===== src/rtl/keypad_entry.sv =====
// keypad_entry
//   Debounces the raw keypad scanner code on the scan tick, emits one strobe
//   per physical press, and builds a multi-digit hex entry with clear/enter.
//
// Ports
//   clock        system clock
//   reset_n      asynchronous active-low reset
//   tick         one-cycle scan enable; key_code is sampled only when high
//   key_code     raw scanner code, 0-15 key, 16-31 no key
//   press_strobe one-cycle pulse per accepted press
//   press_code   code of the last accepted press (held between presses)
//   entry        digits entered so far, newest digit in [3:0]
//   digit_count  number of digits currently held in entry
//   overflow     sticky, set when a digit arrives with the entry full
//   value        entry captured on the last non-empty enter
//   value_valid  one-cycle pulse when value updates
module keypad_entry #(
    parameter int DEBOUNCE_TICKS = 4,
    parameter int DIGITS         = 4,
    parameter int CLEAR_CODE     = 14,
    parameter int ENTER_CODE     = 15
) (
    input  logic                           clock,
    input  logic                           reset_n,
    input  logic                           tick,
    input  logic [4:0]                     key_code,
    output logic                           press_strobe,
    output logic [3:0]                     press_code,
    output logic [4*DIGITS-1:0]            entry,
    output logic [$clog2(DIGITS+1)-1:0]    digit_count,
    output logic                           overflow,
    output logic [4*DIGITS-1:0]            value,
    output logic                           value_valid
);

    localparam int CW = $clog2(DIGITS + 1);
    localparam logic [3:0]    DT_C    = 4'(DEBOUNCE_TICKS);
    localparam logic [CW-1:0] DIGITS_C = CW'(DIGITS);
    localparam logic [3:0]    CLR_C   = 4'(CLEAR_CODE);
    localparam logic [3:0]    ENT_C   = 4'(ENTER_CODE);

    typedef enum logic [1:0] {
        IDLE    = 2'd0,
        CONFIRM = 2'd1,
        PRESSED = 2'd2,
        RELEASE = 2'd3
    } state_t;

    state_t     state_q, state_d;
    logic [3:0] cnt_q, cnt_d;
    logic [3:0] cand_q, cand_d;
    logic       accept;

    // Codes 16..31 all mean "no key"; only the low nibble identifies a key.
    logic       none;
    logic [3:0] code;
    logic [3:0] cnt_inc;

    assign none    = key_code[4];
    assign code    = key_code[3:0];
    assign cnt_inc = cnt_q + 4'd1;

    always_ff @(posedge clock or negedge reset_n) begin
        if (!reset_n) begin
            state_q <= IDLE;
            cnt_q   <= '0;
            cand_q  <= '0;
        end else begin
            state_q <= state_d;
            cnt_q   <= cnt_d;
            cand_q  <= cand_d;
        end
    end

    always_comb begin
        state_d = state_q;
        cnt_d   = cnt_q;
        cand_d  = cand_q;
        accept  = 1'b0;
        if (tick) begin
            case (state_q)
                IDLE: begin
                    if (!none) begin
                        cand_d  = code;
                        cnt_d   = 4'd1;
                        state_d = CONFIRM;
                    end
                end
                CONFIRM: begin
                    if (!none && code == cand_q) begin
                        cnt_d = cnt_inc;
                        if (cnt_inc == DT_C) begin
                            state_d = PRESSED;
                            accept  = 1'b1;
                        end
                    end else begin
                        cnt_d   = '0;
                        state_d = IDLE;
                    end
                end
                PRESSED: begin
                    // A key change while held is ignored; only release leaves.
                    if (none) begin
                        cnt_d   = 4'd1;
                        state_d = RELEASE;
                    end
                end
                RELEASE: begin
                    if (none) begin
                        cnt_d = cnt_inc;
                        if (cnt_inc == DT_C) begin
                            cnt_d   = '0;
                            state_d = IDLE;
                        end
                    end else begin
                        cnt_d   = '0;
                        state_d = PRESSED;
                    end
                end
                default: begin
                    cnt_d   = '0;
                    state_d = IDLE;
                end
            endcase
        end
    end

    // Shift the new digit in at the bottom; the wide concat keeps the slice
    // legal when DIGITS is 1.
    logic [4*DIGITS+3:0] shifted;
    assign shifted = {entry, cand_q};

    always_ff @(posedge clock or negedge reset_n) begin
        if (!reset_n) begin
            press_strobe <= 1'b0;
            press_code   <= '0;
            entry        <= '0;
            digit_count  <= '0;
            overflow     <= 1'b0;
            value        <= '0;
            value_valid  <= 1'b0;
        end else begin
            press_strobe <= accept;
            value_valid  <= 1'b0;
            if (accept) begin
                press_code <= cand_q;
                if (cand_q == CLR_C) begin
                    entry       <= '0;
                    digit_count <= '0;
                    overflow    <= 1'b0;
                end else if (cand_q == ENT_C) begin
                    // An empty entry is not committed.
                    if (digit_count != '0) begin
                        value       <= entry;
                        value_valid <= 1'b1;
                        entry       <= '0;
                        digit_count <= '0;
                        overflow    <= 1'b0;
                    end
                end else if (digit_count < DIGITS_C) begin
                    entry       <= shifted[4*DIGITS-1:0];
                    digit_count <= digit_count + CW'(1);
                end else begin
                    overflow <= 1'b1;
                end
            end
        end
    end

endmodule


===== config.mk =====
export PLATFORM = sky130hd
export DESIGN_NAME = keypad_entry
export DESIGN_NICKNAME = d
export VERILOG_FILES = /design/src/rtl/keypad_entry.sv
export SDC_FILE = /design/constraint.sdc
export NUM_CORES = 1
export LEC_CHECK = 0
export ABC_CLOCK_PERIOD_IN_PS = 2590
export CAP_MARGIN = 20
export CELL_PAD_IN_SITES_DETAIL_PLACEMENT = 1
export CELL_PAD_IN_SITES_GLOBAL_PLACEMENT = 2
export CORE_ASPECT_RATIO = 1.5
export CORE_MARGIN = 4
export CORE_UTILIZATION = 30
export DETAILED_ROUTE_END_ITERATION = 12
export HOLD_SLACK_MARGIN = 0.06
export PLACE_DENSITY = 0.76
export SLEW_MARGIN = 20
export SYNTH_ARGS = -nofsm -noshare
export SYNTH_HDL_FRONTEND = slang
export SYNTH_SLANG_ARGS = --single-unit

===== constraint.sdc =====
create_clock -name clock -period 2.59 [get_ports clock]
set_input_delay 0.259 -clock clock [delete_from_list [all_inputs] [get_ports clock]]
set_output_delay 0.259 -clock clock [all_outputs]
set_load 0.02 [all_outputs]

==> After elaboration in Yosys (flattened, before gate mapping) <==
Index checks and enable logic that the tools add are counted.
{ "word_totals": {"regBits": 52, "elab_cells": 72} }
{ "op_classes": {"add_sub_neg": 2, "n_lt_le_gt_ge": 1, "n_eq_ne": 13, "n_mux": 33, "bitwise_logic": 2, "n_reduce_logical": 11} }
{ "ops": {"columns": ["operator", "n"], "rows": [
  ["$mux 16", 4],
  ["$mux 4", 5],
  ["$pmux 4 s4", 1],
  ["$mux 1", 12],
  ["$mux 2", 6],
  ["$mux 3", 4],
  ["$reduce_and 3->1", 4],
  ["$ne 3x3->1 const B", 3],
  ["$eq 4x4->1 const B", 2],
  ["$pmux 2 s4", 1],
  ["$reduce_bool 3->1", 2],
  ["$reduce_and 5->1", 1],
  ["$add 4x1->4 const B", 1],
  ["$eq 2x2->1 const B", 2],
  ["$eq 4x3->1 const B", 1],
  ["$eq 4x4->1", 1],
  ["$ne 2x2->1 const B", 2],
  ["$reduce_and 4->1", 1],
  ["$add 3x1->3 const B", 1],
  ["$lt 3x3->1 const B", 1],
  ["$ne 3x2->1 const B", 1],
  ["$eq 2x1->1 const B", 1],
  ["$logic_not 2->1", 1],
  ["$not 1->1", 2],
  ["other kinds (2)", 2]
]} }

==> Depth between registers and ports, before layout <==
{ "depth": {"ltp_word": 7, "ltp_mapped": 8} }

==> Worst setup path before layout <==
OpenSTA, ideal clock, no wires.
{ "synth_timing": {"path_kind": "flip-flop to flip-flop", "start": "register cnt_q[0]", "end": "register value[10]", "setup_ns": 0.125, "arrival_time_ns": 1.999, "required_ns": 2.465, "setup_slack_ns": 0.466, "path_stages_with_launch": 8, "path_buffers": 1, "synth_period_minus_slack_ns": 2.124, "cell_sequence": "dfrtp_1 > ha_1 > and2b_1 > and4_4 > o2111ai_4 > nor3_4 > buf_8 > mux2_4"} }
{ "synth_between": {"elab_chain_len": 7} }
{ "synth_rtl": {"columns": ["item", "line_no", "text"], "rows": [
  ["start: declaration", "50", "logic [3:0] cnt_q, cnt_d;"],
  ["start signal: assignment", "70", "cnt_q <= cnt_d;"],
  ["$add 4x1->4", "61", "assign cnt_inc = cnt_q + 4'd1;"],
  ["$eq 4x3->1", "92", "if (cnt_inc == DT_C) begin"],
  ["$mux 1", "92", null],
  ["$mux 1", "90", "if (!none && code == cand_q) begin"],
  ["$mux 1", "81", "case (state_q)"],
  ["$mux 1", "80", "if (tick) begin"],
  ["$reduce_and 4->1 (no source line)", null, null],
  ["end signal: assignment", "154", "value <= entry;"],
  ["end: declaration", "32", "output logic [4*DIGITS-1:0] value,"]
]} }
Every way passes these cells.
A chain may end at the register's enable or synchronous reset.

==> Final worst setup path <==
{ "layout_timing": {"start": "register cnt_q[0]", "end": "register value[3]"} }
Same word-level chain as after synthesis.

==> summary.md <==
The flow ran to the end, and the final reports show no timing, DRC or antenna violations. The post-synthesis sequential element count is 52, and the achievable clock frequency is 0.454 GHz. Across the run, the number of max-cap violations was 0. The run gives 49 as the count of cell types in the netlist. The routed wire length came out at 5.80 mm. The placed standard-cell area came out at 0.00312 mm². For the number of instances in the placed design, the log shows 352. The number of buffers between clock root and the deepest sink is 2, and the die height is 120 µm.

Setup violations remaining at the end of the flow were counted as 0. For the worst IR drop on VDD, the log shows 0.000298 V. The placed wire-length estimate after detailed placement is 4.29 mm, and the layout net count is 266. Dividing the final minimum period by the clock period gives 85.1%. The logs give 0.00811 mm² for the total core area and 360 for the count of non-filler cells in the finished layout.

The last weighted congestion value of the routability-driven placer was 0.771. The start of the worst register-to-register path is cnt_q[0]$_DFFE_PN0P_. Setup repair after global routing left no endpoint under its margin. The count of flip-flops with a built-in enable after synthesis is 0, and the count of clock tree sinks is 52.

After filler insertion, the fill cell instance count of the layout stands at 888. Proportion of power drawn by the clock network: 35.0%. For the worst setup path, the data arrival time is 2380 ps.

The tools report the final instance area as 0.00327 mm². The internal power of the cells totals 1.37 mW. Global routing consumed, over all layers together, 12.5% of the routing resources.

At the worst endpoint, the required time is 2770 ps. Gates resized during post-CTS repair numbered 0. For flop-to-flop paths, the worst setup slack is 390 ps.

Minimum clock period: 2200 ps. CTS placed an instance of sky130_fd_sc_hd__clkbuf_16 at the clock tree root. By count the netlist is led by sky130_fd_sc_hd__dfrtp_1 (52), sky130_fd_sc_hd__nand2_1 (21), sky130_fd_sc_hd__a22o_1 (11), sky130_fd_sc_hd__nand3_1 (11).

After synthesis, the cell types taking the most area are sky130_fd_sc_hd__dfrtp_1 (52%), sky130_fd_sc_hd__mux2_4 (6.0%), sky130_fd_sc_hd__mux2_2 (4.5%), sky130_fd_sc_hd__a22o_1 (3.8%), sky130_fd_sc_hd__xnor2_4 (3.3%). Part of the Yosys area used for sequential elements: 51.7%. The worst setup path is launched from a register. Per report_power, the sequential group accounts for 49.6% of the total. The number of buffers added to fix hold violations after cts was 0. Entering global routing, the biggest net connects 53 pins.

The area growth from synthesis to layout is 29.8%. The worst register-to-register path has a depth of 7. Using the TritonRoute via totals, the vias-per-cell ratio works out to 4.84. The proportion of register bits with asynchronous set or reset after synthesis works out to 100%. The top cell type's share of synthesized area came out at 51.7%.

In this run the count of I/O pins placed on the die edge is 50. STA classifies the critical path endpoint as a register. The width of the die is 82.8 µm. The number of clock buffers added by TritonCTS is 5. Per report_power, the combinational group accounts for 15.4% of the total. Of the total power, the share spent switching nets is 28.8%. The die covers 0.00995 mm². The number of global-route vias before repair was 1806; the final count of hold timing violations was 0. Yosys printed 0 warnings. The count of input and output buffers is 49. The total congestion overflow is 0. Number of instances in the synthesized netlist: 200. The max-slew violation total from the final report was 0. The synthesized design spends more area on one cell type than any other, namely sky130_fd_sc_hd__dfrtp_1. The power density of the placed cells works out to 587 mW/mm². The kind of path behind the tightest hold check is in2async. Measured against its own limit, the worst slew margin works out to 55.2%.

A synthesized cell averages 12.6 µm². Count of standard-cell rows: 40. At the pin with the least slew margin, the transition time is 672 ps. For the leakage dissipation, the log shows 1.43 nW. The fraction of layout instances using a drive strength above 1 came out at 21.2%. The run gives 290 ps as the clock insertion delay at the later pin of the skew report. In this run the number of H-tree levels came out at 2.

Kind of critical path: reg2reg. The tools report the net switching power as 0.551 mW. The number of detailed-routing iterations run before antenna repair is 4, and the setup fix buffers added after clock tree synthesis is 0. The most frequent cell after synthesis was sky130_fd_sc_hd__dfrtp_1. The routed layout has 1743 vias. TritonCTS built the clock tree.

After clock tree synthesis, the clock-pin slew on the worst setup and hold paths is 70 ps. The run gives 0 as the number of nets with antenna violations after detailed routing. For the final routed database, the setup TNS stands at 0 ps. The initial antenna violation count came out at 0. The number of DRC markers after the initial detailed-route iteration was 85; the number of remaining DRC errors was 0.

The reg-to-reg endpoint is value[3]$_DFFE_PN0P_. The mean routed wirelength per cell came out at 16.1 µm. Counting every net in the synthesized netlist gives 212. Between clock sinks in the finished design, the worst skew comes to 3.59 ps. The first-pass GRT wire length was 9.58 mm. In the synthesized netlist the dominant register cell turns out to be sky130_fd_sc_hd__dfrtp_1. Of all nets on the critical path, the largest fanout is 16.

The post-synthesis instance area was 0.00252 mm²; the starting density of the core was 31.0%. The number of antenna diodes in the final layout is 0.
==> stage by stage <==
step / power [mW] / utilization [%] / hold WS [ps] / worst slack [ps]
after floorplan: 1.21 / - / -36.6 / 466
after global placement: 1.26 / 38.5 / 426 / 378
after detailed placement: 1.27 / 38.5 / 423 / 369
after CTS: 1.95 / 40.3 / 106 / 359
after global routing: 2.02 / 40.3 / 125 / 241
final: 1.92 / 40.3 / 66.2 / 386
==> worst max-delay path by stage <==
| stage | startpoint | to | slack, ps | cells after the start |
|---|---|---|---|---|
| after CTS | cnt_q[0]$_DFFE_PN0P_ | value[3]$_DFFE_PN0P_ | 360 | 7 |
| after global routing | cnt_q[0]$_DFFE_PN0P_ | digit_count[0]$_DFFE_PN0P_ | 240 | 7 |
| final | cnt_q[0]$_DFFE_PN0P_ | value[3]$_DFFE_PN0P_ | 390 | 7 |
| after detailed placement | key_code[4] | value[15]$_DFFE_PN0P_ | 370 | 7 |
| after floorplan | cnt_q[0]$_DFFE_PN0P_ | value[10]$_DFFE_PN0P_ | 470 | 7 |
| after global placement | key_code[2] | digit_count[0]$_DFFE_PN0P_ | 380 | 7 |
==> registers in the layout (all words and copies together), names as in the netlist <==
| name | count |
|---|---|
| digit_count | 3 |
| press_strobe | 1 |
| value | 16 |
| cnt_q | 4 |
| press_code | 4 |
| entry | 16 |
| cand_q | 4 |
| state_q | 2 |
| value_valid | 1 |
| overflow | 1 |
==> cells by family after synthesis <==
kind of cell,after synthesis,share of synthesized area [%]
fa+ha+maj,4,1.99
mux,20,10.4
flops,52,51.7
simple gates,57,13.0
xor+xnor,5,4.27
compound gates,46,14.2
buf+inv,16,4.42
==> power groups by stage <==
stage	Clock, mW	Combinational, mW	Sequential [mW]
after floorplan	0	0.302	0.903
after global placement	0	0.296	0.968
after detailed placement	0	0.299	0.969
after CTS	0.695	0.301	0.953
after global routing	0.736	0.325	0.963
final	0.671	0.295	0.951
==> worst max-delay path, stage by stage, from the launching register on <==
cell,delay (ps)
sky130_fd_sc_hd__dfrtp_1,450
sky130_fd_sc_hd__ha_1,270
sky130_fd_sc_hd__and2b_1,250
sky130_fd_sc_hd__and4_4,280
sky130_fd_sc_hd__o2111ai_4,130
sky130_fd_sc_hd__nor3_4,170
sky130_fd_sc_hd__buf_12,190
sky130_fd_sc_hd__mux2_2,340
==> cells in the final DEF (no fill, tap or decap), drive strengths merged, types with 2 or more instances in the layout <==
cell            n
mux2           20
and4            2
nor3            3
a211oi          2
xnor2           5
dfrtp          52
nand2          21
a31oi           2
a22o           14
o2111ai         2
clkbuf          5
and3            3
clkdlybuf4s50  48
inv             8
o211ai          2
nand2b          3
nand3          11
ha              4
nor2            6
o22ai           2
buf             9
a21oi           8
o21ai           7
==> area by class of cell <==
cell class / instances / area (µm²) / share of cell area, %
timing repair buffer: 57 / 558 / 17.1
sequential: 52 / 1300 / 39.8
clock inverter: 3 / 25.0 / 0.766
inverter: 6 / 22.5 / 0.689
tap: 105 / 131 / 4.02
multi-input combinational: 132 / 1100 / 33.8
clock buffer: 5 / 125 / 3.83
==> routing by layer <==
metal  up-vias  part of all wire [%]  track usage [%]
li1        830                     -                -
met1       885                    41             15.0
met2        26                    55             21.8
met3         2                   2.8             2.01
met4         0                  0.95             4.91
met5         -                     0                0
Note: power is estimated with default switching activity, not from simulation.
